`config.mk`:
```
export PLATFORM = sky130hd
export DESIGN_NAME = multicycle_control_fsm
export DESIGN_NICKNAME = d
export VERILOG_FILES = /design/src/rtl/multicycle_control_fsm.sv
export SDC_FILE = /design/constraint.sdc
export NUM_CORES = 1
export LEC_CHECK = 0
export BUFFER_PORTS_ARGS = -buffer_cell sky130_fd_sc_hd__clkbuf_2
export CAP_MARGIN = 20
export CORE_ASPECT_RATIO = 0.8
export CORE_UTILIZATION = 52
export DETAILED_ROUTE_END_ITERATION = 16
export PLACE_DENSITY = 0.79
export SYNTH_ARGS = -nofsm -noshare
export SYNTH_HDL_FRONTEND = slang
export SYNTH_SLANG_ARGS = --single-unit
```
`constraint.sdc`:
```
create_clock -name clk -period 2.6 [get_ports clk]
set_input_delay 0.78 -clock clk [delete_from_list [all_inputs] [get_ports clk]]
set_output_delay 0.78 -clock clk [all_outputs]
set_load 0.02 [all_outputs]
```
`src/rtl/multicycle_control_fsm.sv`:
```
// Multicycle sequencer for the RV32I core: walks each instruction class through
// FETCH/DECODE/EXECUTE/MEMORY/WRITEBACK and drives the datapath controls.
//
// state     | meaning
// ----------+-----------------------------------------------------------
// FETCH     | request instruction word at PC, latch IR on mem_ready
// DECODE    | capture one-hot class; illegal class -> TRAP
// EXECUTE   | ALU operand selects; branches retire here
// MEMORY    | load/store request at ALU-result address
// WRITEBACK | register write, PC update, retire
// TRAP      | sticky fault, all controls idle until reset
module multicycle_control_fsm #(
    parameter int MEM_TIMEOUT = 16
) (
    input  logic       clk,
    input  logic       reset,
    input  logic [9:0] CODE,
    input  logic       branch_taken,
    input  logic       mem_ready,
    output logic       mem_req,
    output logic       mem_we,
    output logic       addr_sel,
    output logic       ir_load,
    output logic       pc_load,
    output logic       pc_src,
    output logic       alu_sel_A,
    output logic       alu_sel_B,
    output logic       alu_pass_b,
    output logic       rd_we,
    output logic [1:0] wb_sel,
    output logic       instr_done,
    output logic       trap,
    output logic [2:0] state
);

    localparam logic [2:0] S_FETCH     = 3'd0;
    localparam logic [2:0] S_DECODE    = 3'd1;
    localparam logic [2:0] S_EXECUTE   = 3'd2;
    localparam logic [2:0] S_MEMORY    = 3'd3;
    localparam logic [2:0] S_WRITEBACK = 3'd4;
    localparam logic [2:0] S_TRAP      = 3'd5;

    localparam int C_J     = 0;
    localparam int C_JALR  = 1;
    localparam int C_LUI   = 2;
    localparam int C_AUIPC = 3;
    localparam int C_B     = 4;
    localparam int C_R     = 5;
    localparam int C_S     = 6;
    localparam int C_IALU  = 7;
    localparam int C_LOAD  = 8;
    localparam int C_CSR   = 9;

    localparam int WAIT_W = (MEM_TIMEOUT > 1) ? $clog2(MEM_TIMEOUT + 1) : 1;
    localparam logic [WAIT_W-1:0] WAIT_LAST = WAIT_W'((MEM_TIMEOUT > 0) ? MEM_TIMEOUT - 1 : 0);

    logic [2:0]        state_q, state_d;
    logic [9:0]        code_q, code_d;
    logic [WAIT_W-1:0] wait_q, wait_d;

    logic is_j, is_jalr, is_lui, is_auipc, is_b, is_r, is_s, is_ialu, is_load, is_csr;
    logic goes_wb, code_legal, mem_waiting, timeout_hit;
    logic sel_a, sel_b;

    assign is_j     = code_q[C_J];
    assign is_jalr  = code_q[C_JALR];
    assign is_lui   = code_q[C_LUI];
    assign is_auipc = code_q[C_AUIPC];
    assign is_b     = code_q[C_B];
    assign is_r     = code_q[C_R];
    assign is_s     = code_q[C_S];
    assign is_ialu  = code_q[C_IALU];
    assign is_load  = code_q[C_LOAD];
    assign is_csr   = code_q[C_CSR];

    assign goes_wb = is_j | is_jalr | is_lui | is_auipc | is_r | is_ialu | is_csr;
    assign sel_a   = is_j | is_auipc | is_csr;
    assign sel_b   = ~(is_r | is_b);

    assign code_legal = (CODE != 10'd0) && ((CODE & (CODE - 10'd1)) == 10'd0);

    // Only FETCH and MEMORY hold a memory request open.
    assign mem_waiting = ((state_q == S_FETCH) || (state_q == S_MEMORY)) && !mem_ready;
    assign timeout_hit = (MEM_TIMEOUT > 0) && mem_waiting && (wait_q == WAIT_LAST);

    always_comb begin
        state_d    = state_q;
        code_d     = code_q;
        mem_req    = 1'b0;
        mem_we     = 1'b0;
        addr_sel   = 1'b0;
        ir_load    = 1'b0;
        pc_load    = 1'b0;
        pc_src     = 1'b0;
        alu_sel_A  = 1'b0;
        alu_sel_B  = 1'b0;
        alu_pass_b = 1'b0;
        rd_we      = 1'b0;
        wb_sel     = 2'b00;
        instr_done = 1'b0;
        trap       = 1'b0;

        case (state_q)
            S_FETCH: begin
                mem_req = 1'b1;
                if (mem_ready) begin
                    ir_load = 1'b1;
                    state_d = S_DECODE;
                end
            end
            S_DECODE: begin
                code_d  = CODE;
                state_d = code_legal ? S_EXECUTE : S_TRAP;
            end
            S_EXECUTE: begin
                alu_sel_A  = sel_a;
                alu_sel_B  = sel_b;
                alu_pass_b = is_lui;
                if (is_b) begin
                    pc_load    = 1'b1;
                    pc_src     = branch_taken;
                    instr_done = 1'b1;
                    state_d    = S_FETCH;
                end else if (goes_wb) begin
                    state_d = S_WRITEBACK;
                end else begin
                    state_d = S_MEMORY;
                end
            end
            S_MEMORY: begin
                mem_req   = 1'b1;
                addr_sel  = 1'b1;
                mem_we    = is_s;
                alu_sel_A = sel_a;
                alu_sel_B = sel_b;
                if (mem_ready) begin
                    if (is_s) begin
                        pc_load    = 1'b1;
                        instr_done = 1'b1;
                        state_d    = S_FETCH;
                    end else begin
                        state_d = S_WRITEBACK;
                    end
                end
            end
            S_WRITEBACK: begin
                rd_we      = 1'b1;
                pc_load    = 1'b1;
                instr_done = 1'b1;
                pc_src     = is_j | is_jalr;
                if (is_load)
                    wb_sel = 2'b01;
                else if (is_j | is_jalr)
                    wb_sel = 2'b10;
                else if (is_csr)
                    wb_sel = 2'b11;
                else
                    wb_sel = 2'b00;
                state_d = S_FETCH;
            end
            S_TRAP: begin
                trap = 1'b1;
            end
            default: begin
                state_d = S_TRAP;
            end
        endcase

        if (timeout_hit)
            state_d = S_TRAP;

        // While reset is held the sequencer issues nothing to the datapath.
        if (reset) begin
            mem_req    = 1'b0;
            mem_we     = 1'b0;
            addr_sel   = 1'b0;
            ir_load    = 1'b0;
            pc_load    = 1'b0;
            pc_src     = 1'b0;
            alu_sel_A  = 1'b0;
            alu_sel_B  = 1'b0;
            alu_pass_b = 1'b0;
            rd_we      = 1'b0;
            wb_sel     = 2'b00;
            instr_done = 1'b0;
            trap       = 1'b0;
        end
    end

    always_comb begin
        if ((state_d != state_q) || mem_ready)
            wait_d = '0;
        else if (mem_waiting)
            wait_d = wait_q + 1'b1;
        else
            wait_d = wait_q;
    end

    always_ff @(posedge clk) begin
        if (reset) begin
            state_q <= S_FETCH;
            code_q  <= 10'd0;
            wait_q  <= '0;
        end else begin
            state_q <= state_d;
            code_q  <= code_d;
            wait_q  <= wait_d;
        end
    end

    assign state = state_q;

endmodule

```
Yosys cells after proc, flatten, opt, wreduce, memory -nomap -nowiden
Index checks and enable logic that the tools add are counted.
W data, S select, Z words.
{"block": "totals", "output_inout_bits": 17, "mem_bits_ro": 0, "ff_bits": 18, "mem_count": 0, "word_cells": 75, "latchBits": 0, "in_bits": 14, "mem_bits_rw": 0}
{"block": "op_classes", "add_sub_neg": 2, "n_mul": 0, "magnitude_cmp": 0, "bitwise_logic": 11, "n_shift": 0, "div_mod_pow": 0, "n_eq_ne": 7, "n_reduce_logical": 12, "muxes": 40}
{"op": "$mux W1", "n": 25}
{"op": "$mux W3", "n": 7}
{"op": "$pmux W3 S6", "n": 1}
{"op": "$and A10 B10 Y10", "n": 1}
{"op": "$logic_not A10 Y1", "n": 1}
{"op": "$mux W2", "n": 5}
{"op": "$reduce_bool A10 Y1", "n": 1}
{"op": "$sub A10 B1 Y10 const B", "n": 1}
{"op": "$or A1 B1 Y1", "n": 9}
{"op": "$eq A3 B2 Y1 const B", "n": 2}
{"op": "$eq A3 B3 Y1 const B", "n": 2}
{"op": "$reduce_or A2 Y1", "n": 3}
{"op": "$add A5 B1 Y5 const B", "n": 1}
{"op": "$eq A5 B4 Y1 const B", "n": 1}
{"op": "$eq A3 B1 Y1 const B", "n": 1}
{"op": "$logic_and A1 B1 Y1", "n": 3}
{"op": "$logic_not A3 Y1", "n": 1}
{"op": "$ne A3 B3 Y1", "n": 1}
{"op": "$pmux W1 S3", "n": 1}
{"op": "$logic_or A1 B1 Y1", "n": 2}
{"op": "$pmux W1 S2", "n": 1}
{"op": "$logic_not A1 Y1", "n": 1}
{"op": "$not A1 Y1", "n": 1}

Logic depth before layout (Yosys ltp)
{"block": "logic_depth", "word_depth": 13, "depth_mapped": 8, "mapped_depth_nobuf": 8}

Least setup slack after synthesis
OpenSTA, ideal clock, no wires.
{"block": "synth_timing", "kind": "input -> output", "start": "input mem_ready", "end": "output pc_load", "path_stages": 6, "setup_slack_ns": 0.005, "arrival_time_ns": 1.815, "required_ns": 1.820, "n_path_buf": 2, "cell_sequence": "clkbuf_1 -> nand3_1 -> o21ai_0 -> a22oi_1 -> nor2_1 -> buf_4"}
{"block": "synth_between", "elab_chain_cells": 3}
{"item": "start, declared", "line": "19", "text": "input logic mem_ready,"}
{"item": "$mux W1"}
{"item": "$pmux W1 S3"}
{"item": "$mux W1"}
{"item": "end, declared", "line": "24", "text": "output logic pc_load,"}
Every way passes these cells.

Worst setup path after layout
{"block": "layout_timing", "start": "register state_q[1], in the netlist state[1]", "end": "output ir_load"}
{"block": "layout_between", "elab_chain_cells": 3}
{"item": "start, declared", "line": "57", "text": "logic [2:0] state_q, state_d;"}
{"item": "start signal, assigned", "line": "205", "text": "state_q <= state_d;"}
{"item": "$logic_not A3 Y1", "line": "103", "text": "case (state_q)"}
{"item": "$mux W1", "line": "103"}
{"item": "$mux W1", "line": "173", "text": "if (reset) begin"}
{"item": "end, declared", "line": "23", "text": "output logic ir_load,"}
Every way passes these cells.

==> impl_metrics.json <==
{
  "critPathBufInv": 2,
  "antenna_found_initial": 0,
  "p_seq_share_pct": 37.2,
  "min_period_over_period_pct": 97.9,
  "die_w_um": 55.8,
  "syn_to_final_growth_pct": 18.3,
  "place_hpwl_mm": 2.29,
  "die_h_um": 45.0,
  "switching_power_uw": 508,
  "core_um2": 2180,
  "grt_max_degree": 17,
  "yosys_warnings": 0,
  "synth_top_cell_area_share_pct": 30.0,
  "rr_worst_depth": 8,
  "cts_sinks": 18,
  "drive_above_1_share_pct": 26.2,
  "power.leakage_uw": 0.000582,
  "rsz0062_at_grt": "false",
  "met3RoutedLength_um": 170,
  "drt_iter0_drc": 41,
  "htreeDepth": 1,
  "cts_max_path_buffers": 2,
  "max_cap_viol_count": 0,
  "async_flop_share_pct": 0,
  "ant_nets": 0,
  "ioPinCount": 31,
  "synth.net_count": 177,
  "vias": 1246,
  "start_kind": "flop",
  "cts-root-buf": "clkbuf_4",
  "routed_wl_mm": 2.90,
  "reg2reg_from": "wait_q[0]",
  "nets": 208,
  "cp_max_fo": 10,
  "top_layer": "met4",
  "clk_pin_slew_worst_paths_ns": 0.10,
  "cts_tree": "built",
  "synth_edf_count": 0,
  "wire_per_inst_um": 13.4,
  "required_ns": 1.82,
  "critPathCaptureType": "output port",
  "ir_worst_vdd_uv": 603,
  "netlist_area_um2": 1200,
  "drc_errors": 0,
  "setup-tns-final_ns": 0,
  "place_inst": 212,
  "synth_top_cells_by_area": "dfxtp_1 (30%), nand2_1 (7.8%), a21oi_1 (5.8%)",
  "syn_avg_cell_area_um2": 7.47,
  "max_slew_margin_pct": 56.1,
  "yosysMostFrequentCell": "nand2_1",
  "worstHoldStart": "code_q[2]",
  "synth_seq_cells": 18,
  "fillers": 198,
  "p_clk_share_pct": 15.1,
  "synth_ff_type": "dfxtp_1",
  "r2r-end": "wait_q[4]",
  "final_hold_viol_count": 0,
  "port_buffers": 30,
  "slowest_stage": "or3_1",
  "p_comb_share_pct": 47.7,
  "synth_cell_type_count": 45,
  "rows": 15,
  "route.met2.wl_mm": 1.37,
  "synth_top_area_cell": "dfxtp_1",
  "crit_type": "reg -> out",
  "stdcell_count": 216,
  "cpLargestDelayFamily": "simple AND/OR/NAND/NOR gates",
  "hold_path_end": "code_q[2]",
  "swShare_pct": 44.6,
  "grt_pass1_vias": 1100,
  "slowest_delay_ns": 0.45,
  "status": "complete, no violations",
  "cp_cell_sequence": "buf_4 -> or3_1 -> nor3b_1 -> clkbuf_2",
  "synthCells": 161,
  "synth_common_cells": "nand2_1 (25), dfxtp_1 (18), nor2_1 (18)",
  "holdPathStages": 2,
  "setup_violations": 0,
  "grt_overflow": 0,
  "fin_skew_ns": 0.00186,
  "holdWs_ns": 0.480,
  "report.final.slew_viol_count": 0,
  "first_pass_iters": 4,
  "arrival_ns": 1.76,
  "cts_made_buffers": 3,
  "min_period_ns": 2.54,
  "diodes": 0,
  "worstSkewPairLatency_ns": 0.29,
  "start_util_pct": 55.2,
  "yosysSeqAreaShare_pct": 30.0,
  "worst_pin_slew_ns": 0.657,
  "die-area_um2": 2510,
  "hold_path_class": "reg -> reg",
  "reg2reg_setup_slack_ns": 0.59,
  "internal-power_uw": 629,
  "place_congestion": 0.870,
  "fmaxAchievable_mhz": 393,
  "grt_usage_pct": 24.8,
  "p_per_area_nw_per_um2": 799,
  "grt_pass1_wl_mm": 4.86,
  "met1_length_mm": 1.33,
  "avgViaCountPerCell": 5.77
}
-- worst reg2reg max path: cells and delay by family, from the launching register on --
| kind | cells | cell delay (ns) |
|---|---|---|
| AOI/OAI and AO/OA | 4 | 0.78 |
| adders and majority gates | 2 | 0.45 |
| DFF | 1 | 0.35 |
| and+or+nand+nor | 2 | 0.34 |
-- registers in the layout (all words and copies together) (netlist names) --
signal,flops
state,3
code_q,10
wait_q,5
-- cells in the final DEF (no fill, tap or decap), types with 2 or more instances in the layout --
cell / count
a21boi_0: 2
a21oi_1: 14
and3_1: 3
buf_4: 6
clkbuf_2: 30
clkbuf_4: 3
dfxtp_1: 16
dfxtp_2: 2
ha_1: 2
inv_1: 3
nand2_1: 25
nand2b_1: 6
nand3_1: 3
nand4_1: 2
nand4b_1: 2
nor2_1: 18
nor2b_1: 5
nor3_1: 8
nor3_2: 2
nor3b_1: 2
nor4_1: 2
o211ai_1: 2
o21ai_0: 2
o21ai_1: 3
or3_1: 3
xor2_1: 4
-- how the worst max path moves through the flow --
stage	end	slack (ns)	from	depth (start not counted)
CTS	ir_load	0.08	state[1]	4
global route	ir_load	0.0002	state[1]	4
global placement	state[1]	0.16	CODE[2]	6
finish	ir_load	0.06	state[1]	4
floorplan	pc_load	0.005	mem_ready	6
detailed placement	state[1]	0.12	CODE[2]	6
-- per-layer routing --
metal,track usage [%],vias to the layer above
li1,-,629
met1,33.0,560
met2,41.9,52
met3,4.58,5
met4,7.50,0
met5,0,-
-- layout make-up --
class | count | area (um2) | area share (%)
multi-input cells | 130 | 786 | 55.2
inverters | 3 | 11.3 | 0.792
flip-flops and latches | 18 | 363 | 25.5
clock buffers | 4 | 36.3 | 2.55
repair buffers | 36 | 195 | 13.7
well taps | 25 | 31.3 | 2.20
-- power by group through the flow --
stage	registers, uW	clock network, uW	logic, uW
floorplan	394	0	410
global placement	419	0	521
detailed placement	424	0	539
CTS	418	175	541
global route	439	188	603
finish	423	172	542
-- timing repair --
item                                    CTS  global route
endpoints found under the setup margin    0             5
gates resized for setup                   0             2
setup buffers                             0             0
hold buffers                              0             0
-- cell families after synthesis --
logic type | after synthesis | synth area share, %
XOR/XNOR | 5 | 3.64
AO/OA/AOI/OAI | 33 | 18.3
buffers and inverters | 13 | 4.68
adder cells (fa/ha/maj) | 3 | 2.91
flip-flops | 18 | 30.0
multiplexers | 1 | 0.832
AND/OR/NAND/NOR | 88 | 39.6
-- metrics by stage --
stage	area [um2]	util [%]	setup slack, ns	power [uW]
after global routing	1420	65.3	0.000203	1230
after detailed placement	1380	63.6	0.120	964
final	1420	65.3	0.0552	1140
after global placement	1380	63.6	0.161	940
after floorplan	1200	-	0.00466	805
after CTS	1420	65.2	0.0755	1130
Note: power is estimated with default switching activity, not from simulation.
